File: config.mk
export PLATFORM = sky130hd
export DESIGN_NAME = player_ctrl
export DESIGN_NICKNAME = d
export VERILOG_FILES = /design/src/rtl/player_ctrl_pkg.sv /design/src/rtl/player_ctrl_key_repeat.sv /design/src/rtl/player_ctrl.sv
export SDC_FILE = /design/constraint.sdc
export NUM_CORES = 1
export LEC_CHECK = 0
export CAP_MARGIN = 20
export CORE_AREA = 2 2 112 87
export DETAILED_ROUTE_END_ITERATION = 10
export DIE_AREA = 0 0 114 89
export HOLD_SLACK_MARGIN = 0.1
export PLACE_DENSITY = 0.81
export SLEW_MARGIN = 0
export SYNTH_ARGS = -nofsm -noshare
export SYNTH_HDL_FRONTEND = slang
export SYNTH_SLANG_ARGS = --single-unit
File: constraint.sdc
create_clock -name clk -period 8.1 [get_ports clk]
set_input_delay 1.62 -clock clk [delete_from_list [all_inputs] [get_ports clk]]
set_output_delay 1.62 -clock clk [all_outputs]
set_load 0.01 [all_outputs]
File: src/rtl/player_ctrl_pkg.sv
// Shared game parameters for the player controller: map size, direction
// encoding, controller state encoding and small helpers.
package player_ctrl_pkg;

    // Playable map size in tiles. Coordinates are 4 bits wide.
    localparam int MAP_WIDTH  = 13;
    localparam int MAP_HEIGHT = 15;

    // Direction encoding shared with the interaction stage.
    typedef enum logic [1:0] {
        DIR_UP    = 2'd0,
        DIR_DOWN  = 2'd1,
        DIR_LEFT  = 2'd2,
        DIR_RIGHT = 2'd3
    } dir_e;

    // Controller states (kept as plain constants for older consumers).
    localparam logic [1:0] S_IDLE = 2'd0;
    localparam logic [1:0] S_ASK  = 2'd1;
    localparam logic [1:0] S_WAIT = 2'd2;

    // Key vectors are packed as {up, down, left, right}; up wins.
    function automatic dir_e prio_dir(input logic [3:0] keys);
        if (keys[3]) begin
            return DIR_UP;
        end else if (keys[2]) begin
            return DIR_DOWN;
        end else if (keys[1]) begin
            return DIR_LEFT;
        end else begin
            return DIR_RIGHT;
        end
    endfunction

endpackage

File: src/rtl/player_ctrl_key_repeat.sv
// Direction-key front end: rising-edge detect, up>down>left>right priority
// and hold-to-repeat. Emits a registered one-cycle dir_valid with its dir.
module key_repeat
    import player_ctrl_pkg::*;
#(
    parameter int HOLD_CYCLES   = 40_000_000,
    parameter int REPEAT_CYCLES = 10_000_000
) (
    input  logic clk,
    input  logic rstn,
    input  logic key_up,
    input  logic key_down,
    input  logic key_left,
    input  logic key_right,
    output logic dir_valid,
    output dir_e dir
);

    localparam int MAXC = (HOLD_CYCLES > REPEAT_CYCLES) ? HOLD_CYCLES : REPEAT_CYCLES;
    localparam int CW   = $clog2(MAXC) + 1;
    localparam logic [CW-1:0] HOLD_LAST = CW'(HOLD_CYCLES - 1);
    localparam logic [CW-1:0] REP_LAST  = CW'(REPEAT_CYCLES - 1);
    localparam logic [CW-1:0] CNT_ONE   = CW'(1);

    logic [3:0]    keys;
    logic [3:0]    key_hist;
    logic [3:0]    rise;
    logic [CW-1:0] rep_cnt;
    logic          repeating;   // first hold period already elapsed
    logic          tick;

    assign keys = {key_up, key_down, key_left, key_right};
    assign rise = keys & ~key_hist;

    // Repeat tick: counter reaches the hold length first, then the repeat length.
    assign tick = (|keys) && !(|rise) &&
                  (repeating ? (rep_cnt == REP_LAST) : (rep_cnt == HOLD_LAST));

    // Key history, repeat counter and the registered direction event.
    always_ff @(posedge clk or negedge rstn) begin
        if (!rstn) begin
            key_hist  <= 4'b0000;
            rep_cnt   <= '0;
            repeating <= 1'b0;
            dir_valid <= 1'b0;
            dir       <= DIR_UP;
        end else begin
            key_hist <= keys;
            if ((|rise) || !(|keys)) begin
                rep_cnt   <= '0;
                repeating <= 1'b0;
            end else if (tick) begin
                rep_cnt   <= '0;
                repeating <= 1'b1;
            end else begin
                rep_cnt <= rep_cnt + CNT_ONE;
            end
            dir_valid <= (|rise) || tick;
            dir       <= (|rise) ? prio_dir(rise) : prio_dir(keys);
        end
    end

endmodule

File: src/rtl/player_ctrl.sv
// Player movement controller: turns direction events into one-tile move
// requests, holds the request until the interaction stage answers or the
// wait times out, and owns the committed player-state registers.
//
// Handshake: player_ask_move is high for exactly one cycle (ASK) with
// player_ask_x/y valid; the interaction stage answers with a one-cycle
// accept_move carrying goto_x/y, floor_in, key_num_in, health_in, which is
// only honoured while waiting. player_ask_x/y and the committed outputs stay
// stable from the request until the commit or timeout.
module player_ctrl
    import player_ctrl_pkg::*;
#(
    parameter int START_X        = 6,
    parameter int START_Y        = 11,
    parameter int START_FLOOR    = 0,
    parameter int START_HEALTH   = 1000,
    parameter int START_KEYS     = 0,
    parameter int HOLD_CYCLES    = 40_000_000,
    parameter int REPEAT_CYCLES  = 10_000_000,
    parameter int TIMEOUT_CYCLES = 15
) (
    input  logic        clk,
    input  logic        rstn,
    input  logic        key_up,
    input  logic        key_down,
    input  logic        key_left,
    input  logic        key_right,
    input  logic        accept_move,
    input  logic [3:0]  goto_x,
    input  logic [3:0]  goto_y,
    input  logic [15:0] floor_in,
    input  logic [3:0]  key_num_in,
    input  logic [15:0] health_in,
    output logic        player_ask_move,
    output logic [3:0]  player_ask_x,
    output logic [3:0]  player_ask_y,
    output logic [3:0]  player_x,
    output logic [3:0]  player_y,
    output logic [15:0] floor,
    output logic [3:0]  key_num,
    output logic [15:0] health,
    output logic        busy,
    output logic        move_timeout,
    output logic [1:0]  fsm_state
);

    localparam int TW = $clog2(TIMEOUT_CYCLES) + 1;
    localparam logic [TW-1:0] TO_LAST = TW'(TIMEOUT_CYCLES - 1);
    localparam logic [TW-1:0] TO_ONE  = TW'(1);

    logic [1:0]    state;
    logic [TW-1:0] to_cnt;
    logic          dir_valid;
    dir_e          dir;
    logic [4:0]    tgt_x;
    logic [4:0]    tgt_y;
    logic          tgt_ok;

    key_repeat #(
        .HOLD_CYCLES   (HOLD_CYCLES),
        .REPEAT_CYCLES (REPEAT_CYCLES)
    ) u_key_repeat (
        .clk       (clk),
        .rstn      (rstn),
        .key_up    (key_up),
        .key_down  (key_down),
        .key_left  (key_left),
        .key_right (key_right),
        .dir_valid (dir_valid),
        .dir       (dir)
    );

    assign busy            = (state != S_IDLE);
    assign player_ask_move = (state == S_ASK);
    assign fsm_state       = state;

    // Target tile as a 5-bit signed value; bit 4 set means off the map edge.
    always_comb begin
        tgt_x = {1'b0, player_x};
        tgt_y = {1'b0, player_y};
        case (dir)
            DIR_UP:    tgt_y = {1'b0, player_y} - 5'd1;
            DIR_DOWN:  tgt_y = {1'b0, player_y} + 5'd1;
            DIR_LEFT:  tgt_x = {1'b0, player_x} - 5'd1;
            default:   tgt_x = {1'b0, player_x} + 5'd1;
        endcase
        tgt_ok = !tgt_x[4] && !tgt_y[4] &&
                 (tgt_x < 5'(MAP_WIDTH)) && (tgt_y < 5'(MAP_HEIGHT));
    end

    // Request FSM with timeout counter and committed player state.
    always_ff @(posedge clk or negedge rstn) begin
        if (!rstn) begin
            state        <= S_IDLE;
            to_cnt       <= '0;
            move_timeout <= 1'b0;
            player_ask_x <= 4'(START_X);
            player_ask_y <= 4'(START_Y);
            player_x     <= 4'(START_X);
            player_y     <= 4'(START_Y);
            floor        <= 16'(START_FLOOR);
            key_num      <= 4'(START_KEYS);
            health       <= 16'(START_HEALTH);
        end else begin
            move_timeout <= 1'b0;
            case (state)
                S_IDLE: begin
                    // Events arriving while busy were simply never seen here.
                    if (dir_valid && (health != 16'd0) && tgt_ok) begin
                        state        <= S_ASK;
                        player_ask_x <= tgt_x[3:0];
                        player_ask_y <= tgt_y[3:0];
                    end
                end
                S_ASK: begin
                    state  <= S_WAIT;
                    to_cnt <= '0;
                end
                S_WAIT: begin
                    // An accept on the last waiting cycle still wins.
                    if (accept_move) begin
                        state    <= S_IDLE;
                        player_x <= goto_x;
                        player_y <= goto_y;
                        floor    <= floor_in;
                        key_num  <= key_num_in;
                        health   <= health_in;
                    end else if (to_cnt == TO_LAST) begin
                        state        <= S_IDLE;
                        move_timeout <= 1'b1;
                    end else begin
                        to_cnt <= to_cnt + TO_ONE;
                    end
                end
                default: state <= S_IDLE;
            endcase
        end
    end

endmodule

# Word level (Yosys, flattened, before mapping)
# Cells that the tools add are included.
# totals
wordCells	86
ff_bits	95
in_bits	51
output_inout_bits	57
# classes
eq_ne	11
n_mux	24
n_lt_le_gt_ge	2
n_addsub	6
n_bitwise	2
reduce_logical	26
# op_table
operator	count
27-bit 2-to-1 mux	2
5-bit one-hot mux with 2 select lines	3
27-bit by 1-bit adder with 27-bit output, second input constant	1
27-bit by 24-bit == test with 1-bit output, second input constant	1
27-bit by 26-bit == test with 1-bit output, second input constant	1
2-bit 2-to-1 mux	8
16-bit nonzero test	1
4-bit by 1-bit adder with 5-bit output, second input constant	2
5-bit by 4-bit less-than comparator with 1-bit output, second input constant	2
5-bit 2-to-1 mux	2
4-bit by 1-bit subtractor with 5-bit output, second input constant	2
1-bit 2-to-1 mux	8
4-bit OR reduction	2
1-bit logical AND	7
2-bit != test, second input constant	3
2-bit one-hot mux with 3 select lines	1
2-bit AND reduction	3
2-bit nonzero test	3
5-bit by 1-bit adder with 5-bit output, second input constant	1
5-bit by 4-bit == test with 1-bit output, second input constant	1
4-bit AND	1
2-bit by 1-bit == test with 1-bit output, second input constant	2
2-bit == test, second input constant	2
1-bit zero test	4
6 further kinds	8

# Longest topological paths before layout
# Gate-level depths: netlist (run 1).
# depth
depth_word	10
mapped_depth	12
depth_no_buf	10

# Cells and area by module
# Synthesis (run 1) repeated with hierarchy kept, for this count alone.
# unflattened
cells_unflattened	389
hier_area_um2	4611.9
# modules_own_cells
mod	seq_area_each_um2	n_inst	cells_per_inst	area_per_inst_um2
player_ctrl	1521.5	1	212	2745.1
key_repeat	875.8	1	177	1866.8

# Worst setup path before layout (run 1)
# No wires, ideal clock.
# synth_path
path_kind	input to register
start	input key_left
end	register u_key_repeat.rep_cnt[22]
n_path_buf	2
setup_ns	0.072
t_arrival_ns	2.859
path_stages	8
required_time_ns	8.028
path_slack_ns	5.169
cell_sequence	nor2b_1 > nand2b_1 > nor2_1 > o41ai_1 > or2_2 > buf_2 > buf_2 > nor2_1
# synth_between
elab_chain_len	7
word_cells_on_any_way	10
classes_between	mux: 2; bitwise: 1; reduce/logical: 7
# synth_rtl
element	line_no	text
start, declared	player_ctrl.sv:26	input logic key_left,
4-bit AND	player_ctrl_key_repeat.sv:33	assign rise = keys & ~key_hist;
4-bit OR reduction	player_ctrl_key_repeat.sv:36, player_ctrl_key_repeat.sv:49	
1-bit zero test	player_ctrl_key_repeat.sv:36	assign tick = (|keys) && !(|rise) &&
1-bit logical AND (2 in series)	player_ctrl_key_repeat.sv:36	
27-bit 2-to-1 mux	player_ctrl_key_repeat.sv:52	end else if (tick) begin
27-bit 2-to-1 mux (*)	player_ctrl_key_repeat.sv:49	if ((|rise) || !(|keys)) begin
end signal, assigned	player_ctrl_key_repeat.sv:56	rep_cnt <= rep_cnt + CNT_ONE;
end, declared	player_ctrl_key_repeat.sv:28	logic [CW-1:0] rep_cnt;
# Mark *: on every way between the ends. The rest lies on a longest branch, timed or not.
# A chain may end at the register's enable or synchronous reset.

# Worst setup path in the final report (run 1)
# layout_path
start	register u_key_repeat.dir[1]
end	register player_ask_y[2]
# layout_between
elab_chain_len	9
word_cells_on_any_way	15
classes_between	order compare: 2; eq/ne: 2; mux: 2; reduce/logical: 9
# layout_rtl
element	line_no	text
start, declared	player_ctrl_key_repeat.sv:16	output dir_e dir
start signal, assigned	player_ctrl_key_repeat.sv:59	dir <= (|rise) ? prio_dir(rise) : prio_dir(keys);
parallel branches: the longest is 9 deep, another holds 5-bit by 4-bit less-than comparator with 1-bit output	--	
end signal, assigned	player_ctrl.sv:98	player_ask_y <= 4'(START_Y);
end signal, assigned	player_ctrl.sv:112	player_ask_y <= tgt_y[3:0];
end, declared	player_ctrl.sv:36	output logic [3:0] player_ask_y,
# Several ways; the timed one is not identified.

==> results of run 1 <==
## per-layer routing
layer | vias up | part of all wire, % | wire length, um | GRT usage, %
met1 | 1584 | 43 | 3998 | 23.07
met5 | - | 0 | 0 | 0
met2 | 83 | 50 | 4661 | 33.39
met4 | 0 | 1.1 | 108 | 6.319
li1 | 1536 | - | - | -
met3 | 7 | 6.7 | 625 | 6.508
## cell families (layout without fill, tap and decap cells)
logic type | after synthesis | count (layout) | synth area share [%]
AND/OR/NAND/NOR | 136 | 136 | 15.77
flip-flops | 95 | 95 | 54.52
multiplexers | 51 | 51 | 13.57
XOR/XNOR | 34 | 34 | 6.773
AO/OA/AOI/OAI | 31 | 31 | 4.411
buffers and inverters | 24 | 138 | 2.504
adder cells (fa/ha/maj) | 8 | 8 | 2.447
## sequential cells by signal (all words and copies together) (netlist names)
name	count
u_key_repeat.dir_valid	1
player_ask_y	4
move_timeout	1
player_y	4
fsm_state	2
health	16
to_cnt	5
u_key_repeat.rep_cnt	27
player_ask_x	4
u_key_repeat.key_hist	4
key_num	4
u_key_repeat.dir	2
floor	16
player_x	4
u_key_repeat.repeating	1
## per-stage QoR
step           std cells  utilization [%]  cell area, um2  power, uW
6_report             605            65.94            5891       1002
2_1_floorplan        379                -            4397      513.2
3_3_place_gp         589            62.23            5559      549.0
3_5_place_dp         589            62.23            5559      551.5
5_1_grt              605            65.94            5891       1041
4_1_cts              605            65.94            5891       1014
## placed cells by master (no fill, tap or decap), drive strengths merged, types with 2 or more instances in the layout
master and instances:
clkdlybuf4s50 106, dfrtp 79, mux2 51, nor2 46, xor2 22, nand2 20
dfstp 16, nand3 14, inv 14, xnor2 12, a21oi 11, o21ai 10
clkbuf 10, nor3 8, nand4 8, nand2b 7, nor4 7, ha 7
and3 4, nor2b 3, and2 3, buf 3, or4 3, o41ai 2
nand4b 2, and4 2, or2 2, nor3b 2, a2bb2oi 2, clkinvlp 2
bufinv 2
## cell type report
cell class	count	area [um2]
Clock buffer	10	239.0
Clock inverter	6	92.59
Fill cell	702	3043
Inverter	13	48.80
Multi-Input combinational cell	260	1889
Sequential cell	95	2397
Tap cell	112	140.1
Timing Repair Buffer	109	1084
## worst max-delay path by stage
stage	startpoint	to	slack, ns
4_1_cts	u_key_repeat.dir[1]	player_ask_y[2]	4.53
5_1_grt	u_key_repeat.dir[1]	player_ask_y[2]	4.29
3_5_place_dp	key_left	u_key_repeat.rep_cnt[19]	4.53
6_report	u_key_repeat.dir[1]	player_ask_y[2]	4.52
3_3_place_gp	key_left	u_key_repeat.rep_cnt[5]	4.64
2_1_floorplan	key_left	u_key_repeat.rep_cnt[22]	5.17
## power by group through the flow
| stage | Combinational (uW) | Sequential (uW) | Clock [uW] |
|---|---|---|---|
| after floorplan | 24.9 | 488 | 0 |
| final | 59.1 | 483 | 460 |
| after global placement | 57.8 | 491 | 0 |
| after global routing | 66.2 | 483 | 491 |
| after CTS | 60.2 | 483 | 471 |
| after detailed placement | 59.9 | 492 | 0 |
==> key figures, run 1 <==
Finish
  • Nets: around 550
  • Layout cell share with drive strength beyond 1: a little under a fifth
  • Ant diodes: 0
  • Area growth from synthesis to layout: 33.98%

Worst setup path
  • Crit path arrival time: ~3.8 ns
  • CP Data Required Time: about 8.3 ns
  • Origin of the critical flop-to-flop path: u_key_repeat.dir[1]
  • Worst setup path category: reg2reg
  • Reg2reg setup slack: roughly 4.5 ns
  • CP max stage delay: 0.69 ns
  • Worst Path Max Fanout: 18
  • Worst Reg-to-Reg Cells: 10
  • Critical Path Sink Type: flop
  • Worst Path Buf+Inv: 2
  • Startpoint Class: flop
  • Cell repeated most along the worst path: inv_1
  • Cell family with most CP delay: compound AO/OA/AOI/OAI gates
  • RR Endpoint: player_ask_y[2]
  • Crit-path cells: inv_1 > nand2_1 > inv_1 > fa_1 > xor2_1 > o21ai_0 > nor2b_1 > a221oi_1 > o41a_1 > mux2_4
  • Critical path depth: 10
  • CP max stage cell: dfrtp_1

Logic synthesis
  • Top cell type's share of synthesized area: between 40% and 50%
  • Seq cells post-synth: between 90 and 100
  • Synth area leader: dfrtp_1
  • Mapped cell area: between 4000 and 5000 um2
  • Synthesized area per cell: around 12 um2
  • Synth Flop Type: dfrtp_1
  • Syn_nets: between 400 and 500
  • Fraction of synthesis flops using an asynchronous set or reset pin: 100.0%
  • Top cells by area, synth: dfrtp_1 45%, mux2_2 12%, dfstp_2 9.6%
  • Synth warn: 0
  • Post-synth EDFFs: 0
  • Synth Instances: around 380
  • Most used standard cell by instance count after synthesis: dfrtp_1
  • Register area share after synthesis: 54.52%
  • Synth top cells by count: 79 x dfrtp_1, 46 x nor2_1, 45 x mux2_2
  • Unique masters post-synth: 44

STA
  • Final worst-path cycle share: 44.25%
  • Worst slew pin tran: 0.7441 ns
  • Final Hold Vio Count: 0
  • Fmax: ~280 MHz
  • RSZ-0062 raised after global routing: no
  • Final slew viol count: 0
  • Final setup viols: 0
  • Max-slew headroom: 50.39%
  • WHS: 0.5072 ns
  • Period minus WS final: 3.585 ns
  • Clock skew: about 0.0064 ns
  • Post-route setup slack: about 4.5 ns
  • Total Neg Setup Slack: 0 ns

Global routing
  • Vias in the first global route: ~3200
  • Global-route wire length before repair: about 15000 um
  • Initial antenna violation count: 0
  • Total GRT Usage: 19.30%
  • Largest net degree at the start of global routing: 63
  • Total gr overflow: 0

Clock tree
  • Worst-case clock buffer depth: 2
  • CTS hold repair buffers: 0
  • TritonCTS clock tree: built
  • H-tree level count: 3
  • Worst-Skew Late Latency: 0.34 ns
  • Resize count post-CTS: 0
  • Clk root buf: clkbuf_16
  • Worst-path clk slew: about 0.070 ns
  • Post-CTS Setup Inserts: 0
  • Clk sink count: between 90 and 100
  • Num CTS Buffers: 9

Power and ir drop
  • Net Switching: around 210 uW
  • Net Sw Frac: between 20% and 30%
  • Flop pwr share: 48.2%
  • Pleak: between 0.002 and 0.003 uW
  • Max rail drop VDD: about 0.13 mV
  • Pint: ~790 uW
  • Comb power frac: under 10%
  • Pwr Density: between 150 and 200 nW/um2
  • Clock power frac: between 40% and 50%

Floorplan
  • Die ar.: 10150 um2
  • Initial Util: between 40% and 50%
  • Core region area: between 8000 and 9000 um2
  • Row count: 30
  • IO Count: between 100 and 150
  • Chip Height: 89 um
  • Die W: 114 um

Route
  • ANT nets after route: 0
  • DR vias: between 3000 and 4000
  • DRT Wirelength: around 9400 um
  • Number of remaining DRC errors: 0
  • Via density: about 5.3
  • Router iterations before antenna repair: 4
  • Routed len/inst: around 16 um
  • DR iter-0 viols: ~190

Hold path
  • Min-delay worst type: reg2reg
  • Worst Hold End: key_num[1]
  • Min-delay src: key_num[1]
  • Hold path depth: 1

Placement
  • GPL Wtd Cong: approximately 0.88
  • Pre-CTS setup slack: between 4 and 5 ns
  • Final HPWL DP: 6803 um
  • # port buffers: between 100 and 150

Status
  • Status: finished, final reports clean

Job
  • Max-cap viol count: 0
No activity file was read; power rests on OpenSTA's default activity.
==> run 2: changes to the inputs <==
--- a/config.mk
+++ b/config.mk
@@ -6,11 +6,11 @@
 export NUM_CORES = 1
 export LEC_CHECK = 0
 export CAP_MARGIN = 20
-export CORE_AREA = 2 2 112 87
+export CORE_AREA = 2 2 113 88
 export DETAILED_ROUTE_END_ITERATION = 10
-export DIE_AREA = 0 0 114 89
+export DIE_AREA = 0 0 115 90
 export HOLD_SLACK_MARGIN = 0.1
-export PLACE_DENSITY = 0.81
+export PLACE_DENSITY = 0.8
 export SLEW_MARGIN = 0
 export SYNTH_ARGS = -nofsm -noshare
 export SYNTH_HDL_FRONTEND = slang
==> constraint.sdc (replaced) <==
create_clock -name clk -period 3.7 [get_ports clk]
set_input_delay 0.74 -clock clk [delete_from_list [all_inputs] [get_ports clk]]
set_output_delay 0.74 -clock clk [all_outputs]
set_load 0.01 [all_outputs]
==> run 2 against run 1 <==
Compared with the run above:
- clock power up 81%
- clock skew hardly changed
- non-clock buffer count up 3
- final area is 0.36% lower
- critical path type unchanged
- critical endpoint unchanged
==> key figures, run 2 (same netlist as run 1, synthesis figures left out) <==
Finish
  • Commonest cells after routing, fill and taps aside: 106 x clkdlybuf4s50_1, 79 x dfrtp_1, 46 x nor2_1
  • Max FFs per register: 27 (unchanged)
  • Area occupied by registers: 2397 um2 (unchanged)
  • Largest registers: u_key_repeat.rep_cnt: 27 flops, floor: 16 flops, health: 16 flops
  • Multi-input gate area: 1889 um2 (unchanged)
  • Fillers: 744 (+6.0%)
  • Area growth from synthesis to layout: 33.49%
  • Nets: 550 (+0.55%)
  • Layout cell share with drive strength beyond 1: 18.15% (-0.31 points)
  • Commonest non-fill, non-tap cell in the layout: clkdlybuf4s50_1
  • Reg with most FFs: u_key_repeat.rep_cnt
  • Ant diodes: 0 (unchanged)

Worst setup path
  • Cell repeated most along the worst path: inv_1
  • Worst Path Max Fanout: 18 (unchanged)
  • CP max stage delay: 0.56 ns (-0.13 ns)
  • Crit path arrival time: 3.40 ns (-0.41 ns)
  • Crit-path cells: buf_4 > inv_1 > nand2_1 > inv_1 > fa_1 > xor2_1 > o21ai_0 > nor2b_1 > a221oi_1 > o41a_1 > mux2_4
  • Startpoint Class: flop
  • CP max stage cell: o41a_1
  • Critical Path Sink Type: flop
  • CP Data Required Time: 3.92 ns (-4.40 ns)
  • Worst setup path category: reg2reg

Floorplan
  • Die ar.: 10350 um2 (+2.0%)
  • Die W: 115 um (+0.88%)
  • Chip Height: 90 um (+1.1%)
  • Initial Util: 47.23% (-2.0 points)
  • Core region area: 9309 um2 (+4.2%)
  • Row count: 31 (+3.3%)
  • IO Count: 108 (unchanged)

Hold path
  • Min-delay worst type: in2async

STA
  • Period minus WS final: 3.182 ns (-0.4022 ns)
  • Final setup viols: 0 (unchanged)
  • Total Neg Setup Slack: 0 ns (unchanged)
  • Final worst-path cycle share: 86.01% (+42 points)
  • Final Hold Vio Count: 0 (unchanged)
  • Worst slew pin tran: 0.6042 ns (-0.1399 ns)
  • Fmax: 314.2 MHz (+13%)
  • RSZ-0062 raised after global routing: no
  • Max-slew headroom: 59.35% (+9.0 points)
  • Final slew viol count: 0 (unchanged)
  • Clock skew: 0.006058 ns (-0.0003736 ns)

Clock tree
  • Worst-path clk slew: 0.06 ns (about the same)
  • Post-CTS Setup Inserts: 0 (unchanged)
  • TritonCTS clock tree: built
  • Worst-Skew Late Latency: 0.34 ns (about the same)
  • Worst-case clock buffer depth: 2 (unchanged)
  • Clk sink count: 95 (unchanged)
  • H-tree level count: 3 (unchanged)
  • CTS hold repair buffers: 0 (unchanged)
  • Num CTS Buffers: 9 (unchanged)
  • Resize count post-CTS: 0 (unchanged)
  • Clk root buf: clkbuf_16

Job
  • Max-cap viol count: 0 (unchanged)

Status
  • Status: finished, final reports clean

Route
  • DR iter-0 viols: 173 (-10%)
  • Number of remaining DRC errors: 0 (unchanged)
  • DRT Wirelength: 9508 um (+1.2%)
  • Routed len/inst: 15.56 um (+0.23%)
  • DR vias: 3243 (+1.0%)
  • Via density: 5.308 (about the same)
  • ANT nets after route: 0 (unchanged)
  • Router iterations before antenna repair: 4 (unchanged)

Global routing
  • Global-route wire length before repair: 15880 um (+3.6%)
  • Largest net degree at the start of global routing: 79 (+25%)
  • Total GRT Usage: 19.53% (+0.23 points)
  • Vias in the first global route: 3343 (+4.2%)
  • Initial antenna violation count: 0 (unchanged)
  • Total gr overflow: 0 (unchanged)

Placement
  • # port buffers: 107 (unchanged)
  • GPL Wtd Cong: 0.7995 (-9.1%)
  • Final HPWL DP: 6850 um (+0.70%)

Power and ir drop
  • Total power: 2027 uW (+100%)
  • Net Sw Frac: 21.41% (+0.17 points)
  • Max rail drop VDD: 0.2479 mV (+98%)
  • Pwr Density: 345.3 nW/um2 (+100%)
  • Net Switching: 433.8 uW (+100%)
  • Pint: 1593 uW (+100%)
  • Clock power frac: 41.1% (-4.8 points)
  • Comb power frac: 6.9% (+1.0 points)
  • Flop pwr share: 52.0% (+3.8 points)
  • Pleak: 0.002556 uW (about the same)
==> run 2: cell count changes in the layout (fill, tap and decap cells not counted) <==
cell | before | now
buf_16 | 0 | 1
bufinv_16 | 2 | 0
clkinvlp_4 | 2 | 0
buf_4 | 3 | 5
clkinv_4 | 1 | 0
clkbuf_1 | 0 | 4
clkinv_2 | 0 | 2
inv_6 | 1 | 0
==> run 2: per-stage QoR <==
| stage | std cells | instance area [um2] | hold slack (ns) | util [%] | setup WS (ns) |
|---|---|---|---|---|---|
| 3_5_place_dp | 594 | 5578 | 0.4926 | 59.92 | 0.5491 |
| 3_3_place_gp | 594 | 5578 | 0.4873 | 59.92 | 0.6945 |
| 5_1_grt | 611 | 5869 | 0.2907 | 63.05 | 0.3112 |
| 6_report | 611 | 5869 | 0.2779 | 63.05 | 0.5176 |
| 4_1_cts | 610 | 5842 | 0.5066 | 62.76 | 0.5067 |
| 2_1_floorplan | 379 | 4397 | 0.4444 | - | 0.9772 |
==> run 2: power groups by stage <==
stage	clock network, uW	logic (uW)	registers, uW
2_1_floorplan	0	54.5	1070
3_3_place_gp	0	133	1070
3_5_place_dp	0	139	1070
4_1_cts	858	139	1050
5_1_grt	903	157	1050
6_report	833	140	1050
==> run 2: layout make-up <==
type | count | share of cell area, %
multi-input cells | 260 | 32.19
repair buffers | 112 | 19.19
clock inverters | 2 | 0.1705
well taps | 115 | 2.452
clock buffers | 14 | 4.327
inverters | 13 | 0.8314
flip-flops and latches | 95 | 40.84
==> run 2: critical path, delay by kind of cell, from the launching register on <==
kind,cells,cell delay (ns)
compound gates,3,1.12
xor+xnor,1,0.17
fa+ha+maj,1,0.40
buf+inv,3,0.40
flops,1,0.32
mux,1,0.35
simple gates,2,0.30
==> run 2: metal layers <==
metal | wire length, um | GRT usage (%) | vias up
li1 | - | - | 1541
met1 | 4184 | 24.90 | 1589
met2 | 4526 | 30.93 | 92
met3 | 549 | 5.664 | 21
met4 | 248 | 8.534 | 0
met5 | 0 | 0 | -
==> run 2: final timing paths <==
path	startpoint	end	slack, ns	cells past startpoint
max	u_key_repeat.dir[1]	player_ask_y[2]	0.52	11
min	rstn	to_cnt[3]	0.28	1
max reg2reg	u_key_repeat.dir[1]	player_ask_y[2]	0.52	11
min reg2reg	floor[14]	floor[14]	0.50	1
max in group asynchronous	rstn	u_key_repeat.rep_cnt[18]	2.64	3
min in group clk	floor[14]	floor[14]	0.50	1
==> variant (config.mk and constraints of run 2) <==
`key_hist` no longer has a reset.
--- a/src/rtl/player_ctrl_key_repeat.sv
+++ b/src/rtl/player_ctrl_key_repeat.sv
@@ -39,13 +39,11 @@
     // Key history, repeat counter and the registered direction event.
     always_ff @(posedge clk or negedge rstn) begin
         if (!rstn) begin
-            key_hist  <= 4'b0000;
             rep_cnt   <= '0;
             repeating <= 1'b0;
             dir_valid <= 1'b0;
             dir       <= DIR_UP;
         end else begin
-            key_hist <= keys;
             if ((|rise) || !(|keys)) begin
                 rep_cnt   <= '0;
                 repeating <= 1'b0;
@@ -60,5 +58,9 @@
         end
     end
 
+    always_ff @(posedge clk) begin
+        key_hist <= keys;
+    end
+
 endmodule
 
Function: changed (a bounded check fails within 4 cycles, from zero or initial values and one cycle with rstn low).
==> variant against run 2 <==
- final cell count fell by 0.16%
- wire length up 2.3%
- maximum frequency decreased by 1.2%
- first-iteration DRC count down 28%
- sequential power about the same
- sequential cell count is the same
- non-clock buffer count decreased by 1
- largest power group unchanged
- count of clock-buffer cells in the layout down 3
- clock skew is essentially flat
- power is 8.5% higher
- setup slack worse by 0.038 ns
- final area is 0.36% higher
- synthesized area shrank 0.46%
==> variant: results (changes against run 2) <==
| Metric | Value |
|---|---|
| Pin count of the biggest net entering global routing | 45 (-43%) |
| Asr flop ratio synth | 95.8% (-4.2 points) |
| Clock Skews | 0.00651 ns (+0.000456 ns) |
| Fill cells | 747 (+0.40%) |
| First-pass GRT wire length | 16100 um (+1.3%) |
| # Post-CTS Setup Buffers | 0 (unchanged) |
| Placed Instances | 594 (unchanged) |
| Reg2reg path depth | 11 (unchanged) |
| Critical Path AT | 3.45 ns (+0.05 ns) |
| Iteration-0 DRC Markers | 125 (-28%) |
| Hold-fix buffers, CTS | 0 (unchanged) |
| Post-synthesis sequential area ratio | 54.3% (-0.21 points) |
| PortBufs | 107 (unchanged) |
| Pre-CTS WS | 0.518 ns (-0.0309 ns) |
| R2R Setup Slk | 0.48 ns (-0.04 ns) |
| # diodes | 0 (unchanged) |
| Clock-pin slew on the worst setup and hold paths | 0.06 ns (about the same) |
| Most frequently used flop master after synthesis | dfrtp_1 |
| Top Registers | u_key_repeat.rep_cnt (27), floor (16), health (16) |
| TritonRoute pass-1 iters | 4 (unchanged) |
| GPL Wtd Cong | 0.798 (-0.21%) |
| Outcome | finished clean |
| Avg Vias per Cell | 5.23 (-1.4%) |
| Crit path kind | flip-flop to flip-flop |
| Final setup vio count | 0 (unchanged) |
| Initial antenna violation count | 0 (unchanged) |
| Net count, final | 549 (-0.18%) |
| Post-Syn Instances | 379 (unchanged) |
| Syn Nets | 438 (unchanged) |
| # H-tree levels | 3 (unchanged) |
| HPWL Detailed | 7230 um (+5.6%) |
| Via count | 3191 (-1.6%) |
| Synth warn | 0 (unchanged) |
| Root Buffer | clkbuf_16 |
| Worst vdd ir | 0.000282 V (+14%) |
| Maximum clock path buffer count | 2 (unchanged) |
| Vias in the first global route | 3265 (-2.3%) |
| GR Util All Layers | 19.8% (+0.27 points) |
| Distinct cells, synth | 45 (+2.3%) |
| Worst Path Max Fanout | 18 (unchanged) |
| Cts bufs inserted | 9 (unchanged) |
| Leak pwr | 2.56 nW (about the same) |
| Worst R2R End | player_ask_y[2] |
| Synth top cells by count | dfrtp_1 (75), nor2_1 (46), mux2_2 (45) |
| Synth area leaders | dfrtp_1 (43%), mux2_2 (12%), dfstp_2 (9.6%) |
| Share of cells above drive strength 1 | 18.8% (+0.64 points) |
| Worst slew pin tran | 0.589 ns (-0.0154 ns) |
| Final wirelength | 9730 um (+2.3%) |
| Worst-Skew Late Latency | 0.34 ns (about the same) |
==> variant: cell types whose count changed after synthesis, sizes merged <==
cell,run 2,this run
dfxtp,0,4
dfrtp,79,75
==> variant: kinds of logic after synthesis <==
logic type / Yosys count / share of synthesized area [%]
flip-flops: 95 / 54.3
adder cells (fa/ha/maj): 8 / 2.46
AO/OA/AOI/OAI: 31 / 4.43
buffers and inverters: 24 / 2.52
XOR/XNOR: 34 / 6.80
multiplexers: 51 / 13.6
AND/OR/NAND/NOR: 136 / 15.8
==> variant: worst max-delay path by stage <==
stage                       to  slack, ns  cells after the start
5_1_grt        player_ask_x[0]       0.29                     11
6_report       player_ask_y[2]       0.48                     11
4_1_cts        player_ask_y[2]       0.48                     11
3_5_place_dp   player_ask_y[2]       0.52                     11
2_1_floorplan  player_ask_x[0]       0.98                     12
3_3_place_gp   player_ask_y[2]       0.70                     11
==> variant: per-layer routing <==
layer	GRT usage [%]	share of wire, %	up-vias
met5	0	0	-
met4	6.22	1.3	0
met3	5.87	5.7	11
met2	32.4	50	93
met1	25.4	43	1547
li1	-	-	1540
==> variant: final cells by class <==
cell class / count / area share, %
Multi-Input combinational cell: 260 / 32.1
Clock buffer: 11 / 4.29
Clock inverter: 5 / 1.36
Timing Repair Buffer: 111 / 18.6
Sequential cell: 95 / 40.4
Inverter: 13 / 0.828
Tap cell: 115 / 2.44
==> variant: power breakdown <==
| group | internal, W | switching [W] |
|---|---|---|
| Clock | 0.000627 | 0.000382 |
| Combinational | 0.0000702 | 0.0000663 |
| Sequential | 0.00105 | 0.00000650 |
| Total | 0.00174 | 0.000455 |
==> variant: metrics by stage <==
| step | total power, W | hold slack, ns | area [um^2] |
|---|---|---|---|
| 3_5_place_dp | 0.00121 | 0.487 | 5560 |
| 5_1_grt | 0.00228 | 0.429 | 5890 |
| 3_3_place_gp | 0.00120 | 0.473 | 5560 |
| 4_1_cts | 0.00223 | 0.407 | 5890 |
| 6_report | 0.00220 | 0.386 | 5890 |
| 2_1_floorplan | 0.00112 | 0.425 | 4380 |
==> variant: worst max-delay path: stages (launching register included) <==
cell      delay [ns]
dfrtp_1         0.33
buf_4           0.22
inv_1           0.12
nand2_1         0.16
inv_1           0.07
fa_1            0.39
xor2_1          0.18
o21ai_0         0.14
nor2b_1         0.17
a221oi_1        0.44
o41a_1          0.56
mux2_4          0.34
